===== config.mk =====
export PLATFORM = sky130hd
export DESIGN_NAME = countdown_timer
export DESIGN_NICKNAME = d
export VERILOG_FILES = /design/src/rtl/countdown_timer.sv
export SDC_FILE = /design/constraint.sdc
export NUM_CORES = 1
export LEC_CHECK = 0
export BUFFER_PORTS_ARGS = -buffer_cell sky130_fd_sc_hd__buf_2
export CAP_MARGIN = 20
export CELL_PAD_IN_SITES_DETAIL_PLACEMENT = 0
export CELL_PAD_IN_SITES_GLOBAL_PLACEMENT = 1
export CORE_ASPECT_RATIO = 1.75
export CORE_UTILIZATION = 39
export CTS_CLUSTER_SIZE = 28
export DETAILED_ROUTE_END_ITERATION = 10
export GPL_TIMING_DRIVEN = 0
export PLACE_DENSITY_LB_ADDON = 0.1
export SYNTH_ARGS = -nofsm -noshare
export SYNTH_HDL_FRONTEND = slang
export SYNTH_SLANG_ARGS = --single-unit

===== constraint.sdc =====
create_clock -name clk_1hz -period 3.6 [get_ports clk_1hz]
set_clock_uncertainty 0.15 [all_clocks]
set_input_delay 0.18 -clock clk_1hz [delete_from_list [all_inputs] [get_ports clk_1hz]]
set_output_delay 0.18 -clock clk_1hz [all_outputs]
set_load 0.1 [all_outputs]

===== src/rtl/countdown_timer.sv =====
// rtl/countdown_timer.sv - BCD HH:MM:SS countdown timer with load validation and pause/resume
module countdown_timer #(
    parameter int HR_MAX = 23
) (
    input  logic       clk_1hz,
    input  logic       rst,
    input  logic       load,
    input  logic       start,
    input  logic       pause,
    input  logic [3:0] set_hrm,
    input  logic [3:0] set_hrl,
    input  logic [3:0] set_minm,
    input  logic [3:0] set_minl,
    input  logic [3:0] set_secm,
    input  logic [3:0] set_secl,
    output logic [3:0] hrm,
    output logic [3:0] hrl,
    output logic [3:0] minm,
    output logic [3:0] minl,
    output logic [3:0] secm,
    output logic [3:0] secl,
    output logic       running,
    output logic       expired,
    output logic       done,
    output logic       load_err
);

    typedef enum logic [1:0] {IDLE, RUN, PAUSE, DONE} state_t;

    localparam logic [7:0] HR_LIMIT = 8'(HR_MAX);

    state_t     state, state_n;
    logic [3:0] hrm_n, hrl_n, minm_n, minl_n, secm_n, secl_n;
    logic [3:0] d_hrm, d_hrl, d_minm, d_minl, d_secm, d_secl;
    logic       b0, b1, b2, b3, b4;
    logic       done_n, load_err_n;
    logic       load_ok, is_zero, dec_zero;
    logic [7:0] set_hours;

    assign set_hours = 8'(set_hrm) * 8'd10 + 8'(set_hrl);
    assign load_ok   = (set_secl <= 4'd9) && (set_secm <= 4'd5) &&
                       (set_minl <= 4'd9) && (set_minm <= 4'd5) &&
                       (set_hrl  <= 4'd9) && (set_hrm  <= 4'd2) &&
                       (set_hours <= HR_LIMIT);

    assign is_zero  = ({hrm, hrl, minm, minl, secm, secl} == 24'd0);
    // Only 00:00:01 decrements into zero.
    assign dec_zero = ({hrm, hrl, minm, minl, secm} == 20'd0) && (secl == 4'd1);

    // Borrow ripples from seconds units upward; each digit wraps to its own maximum.
    assign b0     = (secl == 4'd0);
    assign b1     = b0 && (secm == 4'd0);
    assign b2     = b1 && (minl == 4'd0);
    assign b3     = b2 && (minm == 4'd0);
    assign b4     = b3 && (hrl == 4'd0);
    assign d_secl = b0 ? 4'd9 : secl - 4'd1;
    assign d_secm = b0 ? (b1 ? 4'd5 : secm - 4'd1) : secm;
    assign d_minl = b1 ? (b2 ? 4'd9 : minl - 4'd1) : minl;
    assign d_minm = b2 ? (b3 ? 4'd5 : minm - 4'd1) : minm;
    assign d_hrl  = b3 ? (b4 ? 4'd9 : hrl - 4'd1) : hrl;
    assign d_hrm  = b4 ? hrm - 4'd1 : hrm;

    always_comb begin
        state_n    = state;
        hrm_n      = hrm;
        hrl_n      = hrl;
        minm_n     = minm;
        minl_n     = minl;
        secm_n     = secm;
        secl_n     = secl;
        done_n     = 1'b0;
        load_err_n = 1'b0;
        if (load) begin
            if (load_ok) begin
                state_n = IDLE;
                {hrm_n, hrl_n, minm_n, minl_n, secm_n, secl_n} =
                    {set_hrm, set_hrl, set_minm, set_minl, set_secm, set_secl};
            end else begin
                load_err_n = 1'b1;
            end
        end else if (pause) begin
            if (state == RUN) state_n = PAUSE;
        end else if (state == RUN) begin
            if (is_zero) begin
                state_n = DONE;
            end else begin
                {hrm_n, hrl_n, minm_n, minl_n, secm_n, secl_n} =
                    {d_hrm, d_hrl, d_minm, d_minl, d_secm, d_secl};
                if (dec_zero) begin
                    state_n = DONE;
                    done_n  = 1'b1;
                end
            end
        end else if (start) begin
            if ((state == IDLE && !is_zero) || state == PAUSE) state_n = RUN;
        end
    end

    always_ff @(posedge clk_1hz) begin
        if (!rst) begin
            state    <= IDLE;
            {hrm, hrl, minm, minl, secm, secl} <= 24'd0;
            running  <= 1'b0;
            expired  <= 1'b0;
            done     <= 1'b0;
            load_err <= 1'b0;
        end else begin
            state    <= state_n;
            {hrm, hrl, minm, minl, secm, secl} <=
                {hrm_n, hrl_n, minm_n, minl_n, secm_n, secl_n};
            running  <= (state_n == RUN);
            expired  <= (state_n == DONE);
            done     <= done_n;
            load_err <= load_err_n;
        end
    end

endmodule


==> results.md, run 1 <==
- Core Rows: 36
- Clk slew on worst S/H paths: 0.07 ns
- Max Cap Viol: 0
- Grt met1 use: 27.1%
- Port Buf Inserts: 56
- Max Root-Sink Buffers: 2
- Leading post-synthesis cells by cell area: dfxtp_1 27%, ha_1 8.9%, a21oi_1 4.2%, nand3_1 4.0%, inv_1 4.0%
- Reg2Reg Setup Slack: 1.01 ns
- Overall Power: 0.770 mW
- Via count: 2390
- Most used DFF post-synth: dfxtp_1
- Clk_lat worst skew: 0.28 ns
- Most common cell after layout, fill and taps aside: buf_2
- Number of synthesized flops with an enable pin: 0
- Peak Freq: 341 MHz
- Maximum fanout along the worst path: 10
- Crit path arrival time: 2.97 ns
- Synth warn: 0
- TNS Setup: 0 ns
- Fill cells: 616
- Synth cell types: 63
- Cts hold-fix bufs: 0
- Ports: 57
- Critical Path RT: 3.64 ns
- Cells after Synth: 276
- WL final: 7.26 mm
- Remaining DRCs: 0
- Yosys top cell area share: 26.7%
- Post-CTS setup buffers: 0
- Post-Synthesis Cell Area: 2250 sq um
- ANT cells: 0
- Hpwl dp: 5.60 mm
- Final layout net count: 386
- Initial Utilization: 40.6%
- Static Leakage: 1.17 nW
- Gr busiest metal: met2
- Root Driver: clkbuf_8
- Final Hold Slack: 0.0264 ns
- Sinks on Clock Net: 30
- Slew headroom: 56.2%
- RD Place Congestion: 0.843
- TritonCTS clock tree: built
- CTS H-tree lvls: 2
- Fin crit period: 2.94 ns
- Critical path class: input pin to register
- Path type of the worst min-delay path: input pin to register
- Status: completed
- Unrepaired setup endpoints after global routing: false
- Die width: 59.4 microns
- Async S/R FF share, synth: 0%
- Power density cells: 283 nW/um^2
- Post-Syn Nets: 323
- Final global-route overflow total: 0
- Crit share post-route: 81.6%
- Fraction of layout cells with a size suffix above 1: 22.6%
- Synthesized area per cell: 8.15 sq um
- Most frequent cells in the layout: 59 x buf_2, 30 x dfxtp_1, 24 x inv_1, 19 x a21oi_1
- Wire length per cell: 17.5 microns
- Critical Path Sink Type: register
- Initial antenna violation count: 0
- DR pass1 iterations: 5
- Fin. max-slew vios: 0
- Final ANT Viol Nets: 0
- Tot GR Track Use: 25.1%
- Die height: 102 microns
- Placement Setup Slack: 0.368 ns
- Post-cts gate resize count: 0
- Met2 Usage GRT: 47.4%
- Share of the yosys chip area belonging to registers: 26.7%
- Area grow syn2layout: 20.7%
- First-pass GRT wire length: 11.4 mm
- Num CTS Buffers: 5
- Largest net degree at the start of global routing: 11
- Final setup viols: 0
- Core footprint: 5540 sq um
- Final hold viol count: 0
- Drt initial violations: 97
- Vias in the first global route: 2322
- Yosys reg bits: 30
- Peak VDD IR: 0.000137 V
- Finished Core Util: 49.0%
- Via/cell ratio: 5.75
- Die area: 6090 sq um
- Worst Setup Slack, final: 0.664 ns
- Worst Max-Slew Pin Slew: 0.657 ns
- Startpoint types: input pin
- Top cell type by total area after synthesis: dfxtp_1
- Met3 Use GR: 2.78%
critical path: stages:
cell	delay (ns)
buf_2	0.15
ha_1	0.31
ha_1	0.23
fa_1	0.54
o21ai_0	0.16
nor4_1	0.27
nand3b_1	0.31
nand3_4	0.19
buf_2	0.26
a211o_1	0.29
o31ai_1	0.07
sequential cells by signal, indices dropped and copies added, names as in the netlist, 2 cells and up:
name   cells
secl       4
minm       4
minl       4
secm       4
hrl        4
hrm        4
state      2
cell families after synthesis:
logic type | synth area share [%]
AND/OR/NAND/NOR | 23.9
AO/OA/AOI/OAI | 29.6
buffers and inverters | 6.51
flip-flops | 26.7
adder cells (fa/ha/maj) | 10.7
multiplexers | 2.22
XOR/XNOR | 0.389
final timing paths:
| kind | endpoint | depth (start not counted) | startpoint |
|---|---|---|---|
| max | hrl[1]$_SDFFE_PN0P_ | 11 | set_hrm[1] |
| min | secl[3]$_SDFFE_PN0P_ | 3 | set_secl[3] |
| max reg2reg | hrm[2]$_SDFFE_PN0P_ | 9 | minl[0]$_SDFFE_PN0P_ |
| min reg2reg | minl[0]$_SDFFE_PN0P_ | 2 | minl[0]$_SDFFE_PN0P_ |
cells in the mapped netlist, drive strengths merged (3+ instances only):
library cell,n
o21ai,13
buf,5
clkbuf,8
o31ai,5
a211o,3
and3,6
o211ai,8
o2111ai,3
nand4,3
a211oi,7
ha,16
nor2,18
nand2,14
inv,24
a21oi,20
nor4,4
mux2i,5
nor3b,5
nor3,10
dfxtp,30
nand3b,3
a31oi,5
nand3,19
report_power, final:
group / switching [mW] / internal, mW / total [mW]
combinational: 0.0955 / 0.0504 / 0.146
clock: 0.134 / 0.154 / 0.288
sequential: 0.00198 / 0.334 / 0.336
metrics by stage:
stage / cells / area, sq um
after floorplan: 276 / 2250
after global placement: 408 / 2630
after detailed placement: 408 / 2630
after CTS: 416 / 2720
after global routing: 416 / 2720
final: 416 / 2720
per-layer routing:
metal / vias to the layer above / wire (microns)
li1: 1178 / -
met1: 1143 / 2940
met2: 58 / 3910
met3: 11 / 240
met4: 0 / 169
met5: - / 0
area by class of cell:
cell class	count	area (sq um)	share of cell area, %
multi-input cells	209	1500	55.3
flip-flops and latches	30	601	22.1
repair buffers	56	280	10.3
plain buffers	13	56.3	2.07
well taps	76	95.1	3.50
inverters	24	90.1	3.32
clock inverters	1	5.00	0.184
clock buffers	7	86.3	3.18
(Power assumes the default switching activity.)
==> inputs of run 2 (changes only) <==
- ABC_AREA: default -> 1
- CORE_UTILIZATION: 39 -> 33
- clock period: 3.6 -> 2.5 ns (I/O delays scaled with it)
==> run 2 against run 1 <==
  * First-iteration DRC count fell by 7.2%
  * Sequential share of layout area is 1.8 points lower
  * Wire length is 6.3% lower
  * Largest power group is now clock
==> results.md, run 2 <==
- Fraction of layout cells with a size suffix above 1: 18.7% (was 22.6%)
- RD Place Congestion: 0.793 (was 0.843)
- Wire length per cell: 12.8 microns (was 17.5 microns)
- Final layout net count: 496 (was 386)
- Peak VDD IR: 0.000827 V (was 0.000137 V)
- Status: completed (unchanged)
- Clk_lat worst skew: 0.28 ns (about the same)
- Static Leakage: 1.63 nW (was 1.17 nW)
- Die width: 65.8 microns (was 59.4 microns)
- Largest net degree at the start of global routing: 11 (unchanged)
- Met2 Usage GRT: 36.6% (was 47.4%)
- Top cell type by total area after synthesis: dfxtp_1 (unchanged)
- Critical Path Sink Type: register (unchanged)
- Yosys top cell area share: 25.5% (was 26.7%)
- Leading post-synthesis cells by cell area: dfxtp_1 26%, nand2_1 16%, nor2_1 11%, inv_1 9.1%, ha_1 8.5% (was dfxtp_1 27%, ha_1 8.9%, a21oi_1 4.2%, nand3_1 4.0%, inv_1 4.0%)
- Gr busiest metal: met2 (unchanged)
- Sinks on Clock Net: 30 (unchanged)
- Finished Cell Area: 2970 sq um (was 2720 sq um)
- Max Root-Sink Buffers: 2 (unchanged)
- Die area: 7490 sq um (was 6090 sq um)
- Initial antenna violation count: 0 (unchanged)
- Initial Utilization: 34.3% (was 40.6%)
- Fill cells: 764 (was 616)
- CTS H-tree lvls: 2 (unchanged)
- Final global-route overflow total: 0 (unchanged)
- Max Cap Viol: 0 (unchanged)
- Root Driver: clkbuf_16 (was clkbuf_8)
- Cells after Synth: 386 (was 276)
- Most used DFF post-synth: dfxtp_1 (unchanged)
- DR pass1 iterations: 4 (was 5)
- Slew headroom: 60.5% (was 56.2%)
- Clk slew on worst S/H paths: 0.05 ns (was 0.07 ns)
- Vias in the first global route: 2344 (was 2322)
- Met3 Use GR: 3.50% (was 2.78%)
- TritonCTS clock tree: built (unchanged)
- Most common cell in the netlist: nand2_1 (was dfxtp_1)
- Cell count after placement: 524 (was 408)
- Remaining DRCs: 0 (unchanged)
- Core Rows: 40 (was 36)
- Number of synthesized flops with an enable pin: 0 (unchanged)
- Crit path arrival time: 2.33 ns (was 2.97 ns)
- Most common cell after layout, fill and taps aside: nand2_1 (was buf_2)
- Synth warn: 0 (unchanged)
- Final hold viol count: 0 (unchanged)
- Unrepaired setup endpoints after global routing: false (unchanged)
- Top post-synthesis cells by count: 100 x nand2_1, 69 x nor2_1, 57 x inv_1 (was 30 x dfxtp_1, 24 x inv_1, 19 x a21oi_1)
- Layout Cells excl Fill: 534 (was 416)
- Synth cell types: 32 (was 63)
- Path type of the worst min-delay path: input pin to register (unchanged)
- Critical path class: input pin to register (unchanged)
- Port Buf Inserts: 54 (was 56)
- Num CTS Buffers: 5 (unchanged)
- Die height: 114 microns (was 102 microns)
- Via count: 2447 (was 2390)
- Yosys reg bits: 30 (unchanged)
- Final setup viols: 0 (unchanged)
- Power density cells: 696 nW/um^2 (was 283 nW/um^2)
- Share of the yosys chip area belonging to registers: 25.5% (was 26.7%)
- Critical Path RT: 2.52 ns (was 3.64 ns)
- ANT cells: 0 (unchanged)
- Crit share post-route: 92.5%
- TNS Setup: 0 ns (unchanged)
- Ports: 57 (unchanged)
- Async S/R FF share, synth: 0% (unchanged)
- Post-Syn Nets: 433 (was 323)
- Synthesized area per cell: 6.10 sq um (was 8.15 sq um)
- Core footprint: 6860 sq um (was 5540 sq um)
- Fin crit period: 2.31 ns
- Via/cell ratio: 4.58 (was 5.75)
- Fin. max-slew vios: 0 (unchanged)
- Startpoint types: input pin (unchanged)
- Post-Synthesis Cell Area: 2350 sq um (was 2250 sq um)
- Placed inst area: 2730 sq um (was 2630 sq um)
- Tot GR Track Use: 19.5% (was 25.1%)
- Final ANT Viol Nets: 0 (unchanged)
- Drt initial violations: 90 (was 97)
- Register area: 602 sq um (was 601 sq um)
- Grt met1 use: 20.8% (was 27.1%)
- Maximum fanout along the worst path: 8 (was 10)
- Area grow syn2layout: 26.0% (was 20.7%)
- First-pass GRT wire length: 10.9 mm (was 11.4 mm)
- Worst Max-Slew Pin Slew: 0.593 ns (was 0.657 ns)
- WL final: 6.81 mm (was 7.26 mm)
- Peak Freq: 433 MHz
- Hpwl dp: 5.52 mm (was 5.60 mm)
- Most frequent cells in the layout: 100 x nand2_1, 69 x nor2_1, 57 x inv_1, 55 x buf_2, 29 x dfxtp_1 (was 59 x buf_2, 30 x dfxtp_1, 24 x inv_1, 19 x a21oi_1)
- Area of the multi-input gates: 1500 sq um (about the same)
## run 2: changes by cell type in the layout (fill, tap and decap cells not counted), moves of 8 or more
cell | previous run | this run
nand2_1 | 14 | 100
nor2_1 | 18 | 69
inv_1 | 24 | 57
nand3_1 | 18 | 27
nor3_1 | 10 | 1
o211ai_1 | 8 | 0
xor2_1 | 0 | 8
## run 2: stage by stage
stage               power (mW)  utilization (%)  hold slack (ns)  worst slack [ns]
detailed placement        1.25             39.8            0.332            -0.249
floorplan                 1.10                -            0.180           0.00789
global placement          1.25             39.8            0.317            -0.276
finish                    2.06             43.2           0.0338             0.189
CTS                       2.08             42.7           0.0372            0.0460
global route              2.18             43.2           0.0510           0.00955
## run 2: logic make-up (layout without fill, tap and decap cells)
logic type | count (synthesis) | in the layout | share of synthesized area (%)
multiplexers | 1 | 1 | 0.425
XOR/XNOR | 10 | 10 | 3.72
flip-flops | 30 | 30 | 25.5
buffers and inverters | 70 | 134 | 11.6
adder cells (fa/ha/maj) | 18 | 18 | 10.2
AND/OR/NAND/NOR | 222 | 222 | 40.5
AO/OA/AOI/OAI | 35 | 35 | 8.03
## run 2: path summary, 6_finish.rpt
kind,startpoint,end,slack [ns],depth (start not counted)
setup reg to reg,secm[0]$_SDFFE_PN0P_,secl[3]$_SDFFE_PN0P_,0.45,14
hold reg to reg,state[0]$_SDFF_PN0_,done$_SDFF_PP0_,0.38,2
hold / removal,rst,secl[2]$_SDFFE_PN0P_,0.03,3
setup / recovery,set_hrm[1],state[1]$_SDFF_PN0_,0.19,16
## run 2: where the power goes
group          switching [mW]  internal, mW  leakage [nW]  total (mW)
Sequential             0.0249         0.512         0.246       0.537
Clock                   0.220         0.598        0.0971       0.817
Combinational           0.522         0.186          1.29       0.709
## run 2: timing repair
item                                    CTS  global route
hold buffers                              0             0
endpoints found under the setup margin    0            14
gates resized for setup                   0             6
buffers inserted                          0             2
## run 2: metal layers
| metal | share of wire [%] | wire (microns) |
|---|---|---|
| met1 | 41 | 2770 |
| met2 | 54 | 3690 |
| met3 | 3.3 | 222 |
| met4 | 1.8 | 124 |
| met5 | 0 | 0 |
## run 2: worst max-delay path: stages
cell and delay, ns:
buf_2 0.14, ha_1 0.29, ha_1 0.22, fa_1 0.56, nand3_1 0.11, nand2_1 0.07
nand2_1 0.04, nor2_1 0.10, nand2_1 0.12, nand2_4 0.17, buf_4 0.14, nand2_1 0.04
nand2_1 0.05, nand2_1 0.06, inv_1 0.07, nor2_1 0.04
## run 2: area by class of cell
| cell class | count | share of cell area [%] |
|---|---|---|
| Multi-Input combinational cell | 286 | 50.4 |
| Clock buffer | 6 | 4.68 |
| Clock inverter | 2 | 2.03 |
| Sequential cell | 30 | 20.3 |
| Buffer | 9 | 1.69 |
| Timing Repair Buffer | 56 | 9.62 |
| Inverter | 61 | 7.72 |
| Tap cell | 84 | 3.54 |
==> inputs of run 3 (changes only) <==
- BUFFER_PORTS_ARGS: -buffer_cell sky130_fd_sc_hd__buf_2 -> -buffer_cell sky130_fd_sc_hd__buf_4
- HOLD_SLACK_MARGIN: default -> 0.06
==> run 3 against run 2 <==
  * Critical path depth fell by 2
  * Final cell count rose by 0.56%
  * Worst setup slack got worse by 0.033 ns
  * Sequential share of layout area fell by 0.79 points
  * Via count rose by 2.5%
  * First-iteration DRC count grew 7.8%
  * Combinational power is 4.7% higher
  * Final area grew 4.1%
  * Worst hold slack better by 0.024 ns
  * Clock power shrank 24%
  * Sequential cell count unchanged
  * Total power decreased by 8.0%
  * Critical path type unchanged
  * Critical endpoint is now secm[1]$_SDFFE_PN0P_
==> results.md, run 3 (synthesis results as in run 2) <==
- Die width: 65.8 microns (unchanged)
- Most frequent cells in the layout: 100 x nand2_1, 69 x nor2_1, 57 x inv_1, 55 x buf_4, 29 x dfxtp_1 (was 100 x nand2_1, 69 x nor2_1, 57 x inv_1, 55 x buf_2, 29 x dfxtp_1)
- Initial Utilization: 34.3% (unchanged)
- Largest net degree at the start of global routing: 11 (unchanged)
- Reg2reg path depth: 14 (unchanged)
- Critical Path Sink Type: register (unchanged)
- Hpwl dp: 5.50 mm (was 5.52 mm)
- Final global-route overflow total: 0 (unchanged)
- Fin crit period: 2.34 ns (was 2.31 ns)
- Area of the multi-input gates: 1500 sq um (unchanged)
- Ports: 57 (unchanged)
- Die height: 114 microns (unchanged)
- Final Hold Slack: 0.0582 ns (was 0.0338 ns)
- TritonCTS clock tree: built (unchanged)
- Startpoint types: input pin (unchanged)
- Initial antenna violation count: 0 (unchanged)
- Worst Max-Slew Pin Slew: 0.642 ns (was 0.593 ns)
- Fin. max-slew vios: 0 (unchanged)
- Final layout net count: 499 (was 496)
- Unrepaired setup endpoints after global routing: false (unchanged)
- Clk slew on worst S/H paths: 0.05 ns (about the same)
- Path type of the worst min-delay path: input pin to register (unchanged)
- Core footprint: 6860 sq um (unchanged)
- Num CTS Buffers: 5 (unchanged)
- First-pass GRT wire length: 11.3 mm (was 10.9 mm)
- Register area: 602 sq um (unchanged)
- Layout Cells excl Fill: 537 (was 534)
- Slew headroom: 57.2% (was 60.5%)
- Via count: 2508 (was 2447)
- Finished Cell Area: 3090 sq um (was 2970 sq um)
- ANT cells: 0 (unchanged)
- DR pass1 iterations: 6 (was 4)
- R2r startpoint: secm[0]$_SDFFE_PN0P_ (unchanged)
- Maximum fanout along the worst path: 10 (was 8)
- Min-Delay Endpoint: minl[2]$_SDFFE_PN0P_ (was secl[2]$_SDFFE_PN0P_)
- Crit share post-route: 93.8% (was 92.5%)
- RD Place Congestion: 0.810 (was 0.793)
- Via/cell ratio: 4.67 (was 4.58)
- Critical Path RT: 2.53 ns (was 2.52 ns)
- Remaining DRCs: 0 (unchanged)
- Reg2Reg Setup Slack: 0.43 ns (was 0.45 ns)
- Vias in the first global route: 2510 (was 2344)
- Final ANT Viol Nets: 0 (unchanged)
- Critical path class: input pin to register (unchanged)
- Fraction of layout cells with a size suffix above 1: 18.3% (was 18.7%)
- CTS H-tree lvls: 2 (unchanged)
- Overall Power: 1.90 mW (was 2.06 mW)
- Cell count after placement: 524 (unchanged)
- WL final: 6.89 mm (was 6.81 mm)
- Drt initial violations: 97 (was 90)
- Area grow syn2layout: 31.1% (was 26.0%)
- Power density cells: 615 nW/um^2 (was 696 nW/um^2)
- Root Driver: clkbuf_16 (unchanged)
- Placed inst area: 2870 sq um (was 2730 sq um)
- Max Root-Sink Buffers: 2 (unchanged)
- Core Rows: 40 (unchanged)
- Die area: 7490 sq um (unchanged)
- Status: completed (unchanged)
- Port Buf Inserts: 54 (unchanged)
- Sinks on Clock Net: 30 (unchanged)
- Tot GR Track Use: 20.0% (was 19.5%)
- Max Cap Viol: 0 (unchanged)
- Most common cell after layout, fill and taps aside: nand2_1 (unchanged)
- Wire length per cell: 12.8 microns (about the same)
- Fill cells: 741 (was 764)
- Hold path cells: 5 (was 3)
- Static Leakage: 1.64 nW (was 1.63 nW)
- Final hold viol count: 0 (unchanged)
- Capture point of the worst reg-to-reg path: secl[3]$_SDFFE_PN0P_ (unchanged)
- Worst hold start: set_minl[2] (was rst)
- Crit path arrival time: 2.37 ns (was 2.33 ns)
- Peak VDD IR: 0.000378 V (was 0.000827 V)
- Clk_lat worst skew: 0.28 ns (about the same)
- CP Launch Point: set_hrm[1] (unchanged)
- Final setup viols: 0 (unchanged)
- Peak Freq: 427 MHz (was 433 MHz)
[run 3: cell count changes in the layout (fill, tap and decap cells not counted)]
| cell | delta |
|---|---|
| clkinv_2 | +1 |
| bufinv_16 | -2 |
| buf_4 | +53 |
| buf_2 | -54 |
| clkinvlp_4 | +1 |
| dlygate4sd3_1 | +4 |
[run 3: stage by stage]
step	TNS [ns]	setup slack [ns]	util [%]
final	0	0.156	45.0
after global routing	0	0.00497	45.0
after CTS	0	0.0175	44.6
after detailed placement	-3.67	-0.294	41.8
after global placement	-3.53	-0.262	41.8
after floorplan	0	0.00789	-
[run 3: worst max-delay path: stages]
cell and delay (ns):
buf_4 0.14, ha_1 0.29, ha_1 0.22, fa_1 0.56
nand3_1 0.11, nand2_1 0.07, nand2_1 0.04, nor2_1 0.10
nand2_1 0.12, nand2_4 0.17, buf_6 0.17, nand4_1 0.13
nand2_1 0.09, nor2_1 0.04
[run 3: where the power goes]
part           total (mW)  leakage, nW  switching (mW)  internal, mW
Combinational       0.742         1.32           0.523         0.219
Clock               0.617       0.0729           0.224         0.394
Sequential          0.539        0.246          0.0268         0.512
Total                1.90         1.64           0.774          1.12
[run 3: how the worst max path moves through the flow]
stage	end	slack, ns	depth (start not counted)
after detailed placement	secm[1]$_SDFFE_PN0P_	-0.29	14
after CTS	secm[1]$_SDFFE_PN0P_	0.02	14
final	secm[1]$_SDFFE_PN0P_	0.16	14
after global routing	secm[1]$_SDFFE_PN0P_	0.005	14
after floorplan	hrl[1]$_SDFFE_PN0P_	0.008	11
after global placement	secm[1]$_SDFFE_PN0P_	-0.26	14
[run 3: metal layers]
metal / global-route usage (%) / share of wire (%)
met5: 0 / 0
met4: 7.54 / 1.7
met3: 3.10 / 2.9
met2: 37.9 / 55
met1: 21.1 / 40
[run 3: layout make-up]
| cell class | count | area share, % |
|---|---|---|
| buffer | 9 | 1.62 |
| clock buffer | 6 | 4.50 |
| sequential | 30 | 19.5 |
| tap | 84 | 3.41 |
| timing repair buffer | 59 | 14.7 |
| multi-input combinational | 286 | 48.5 |
| clock inverter | 2 | 0.406 |
| inverter | 61 | 7.42 |
[run 3: timing repair]
action	4_1_cts	5_1_grt
setup buffers	0	1
setup endpoints to repair	0	14
gates resized for setup	0	6
hold buffers	4	0
hold endpoints to repair	4	0
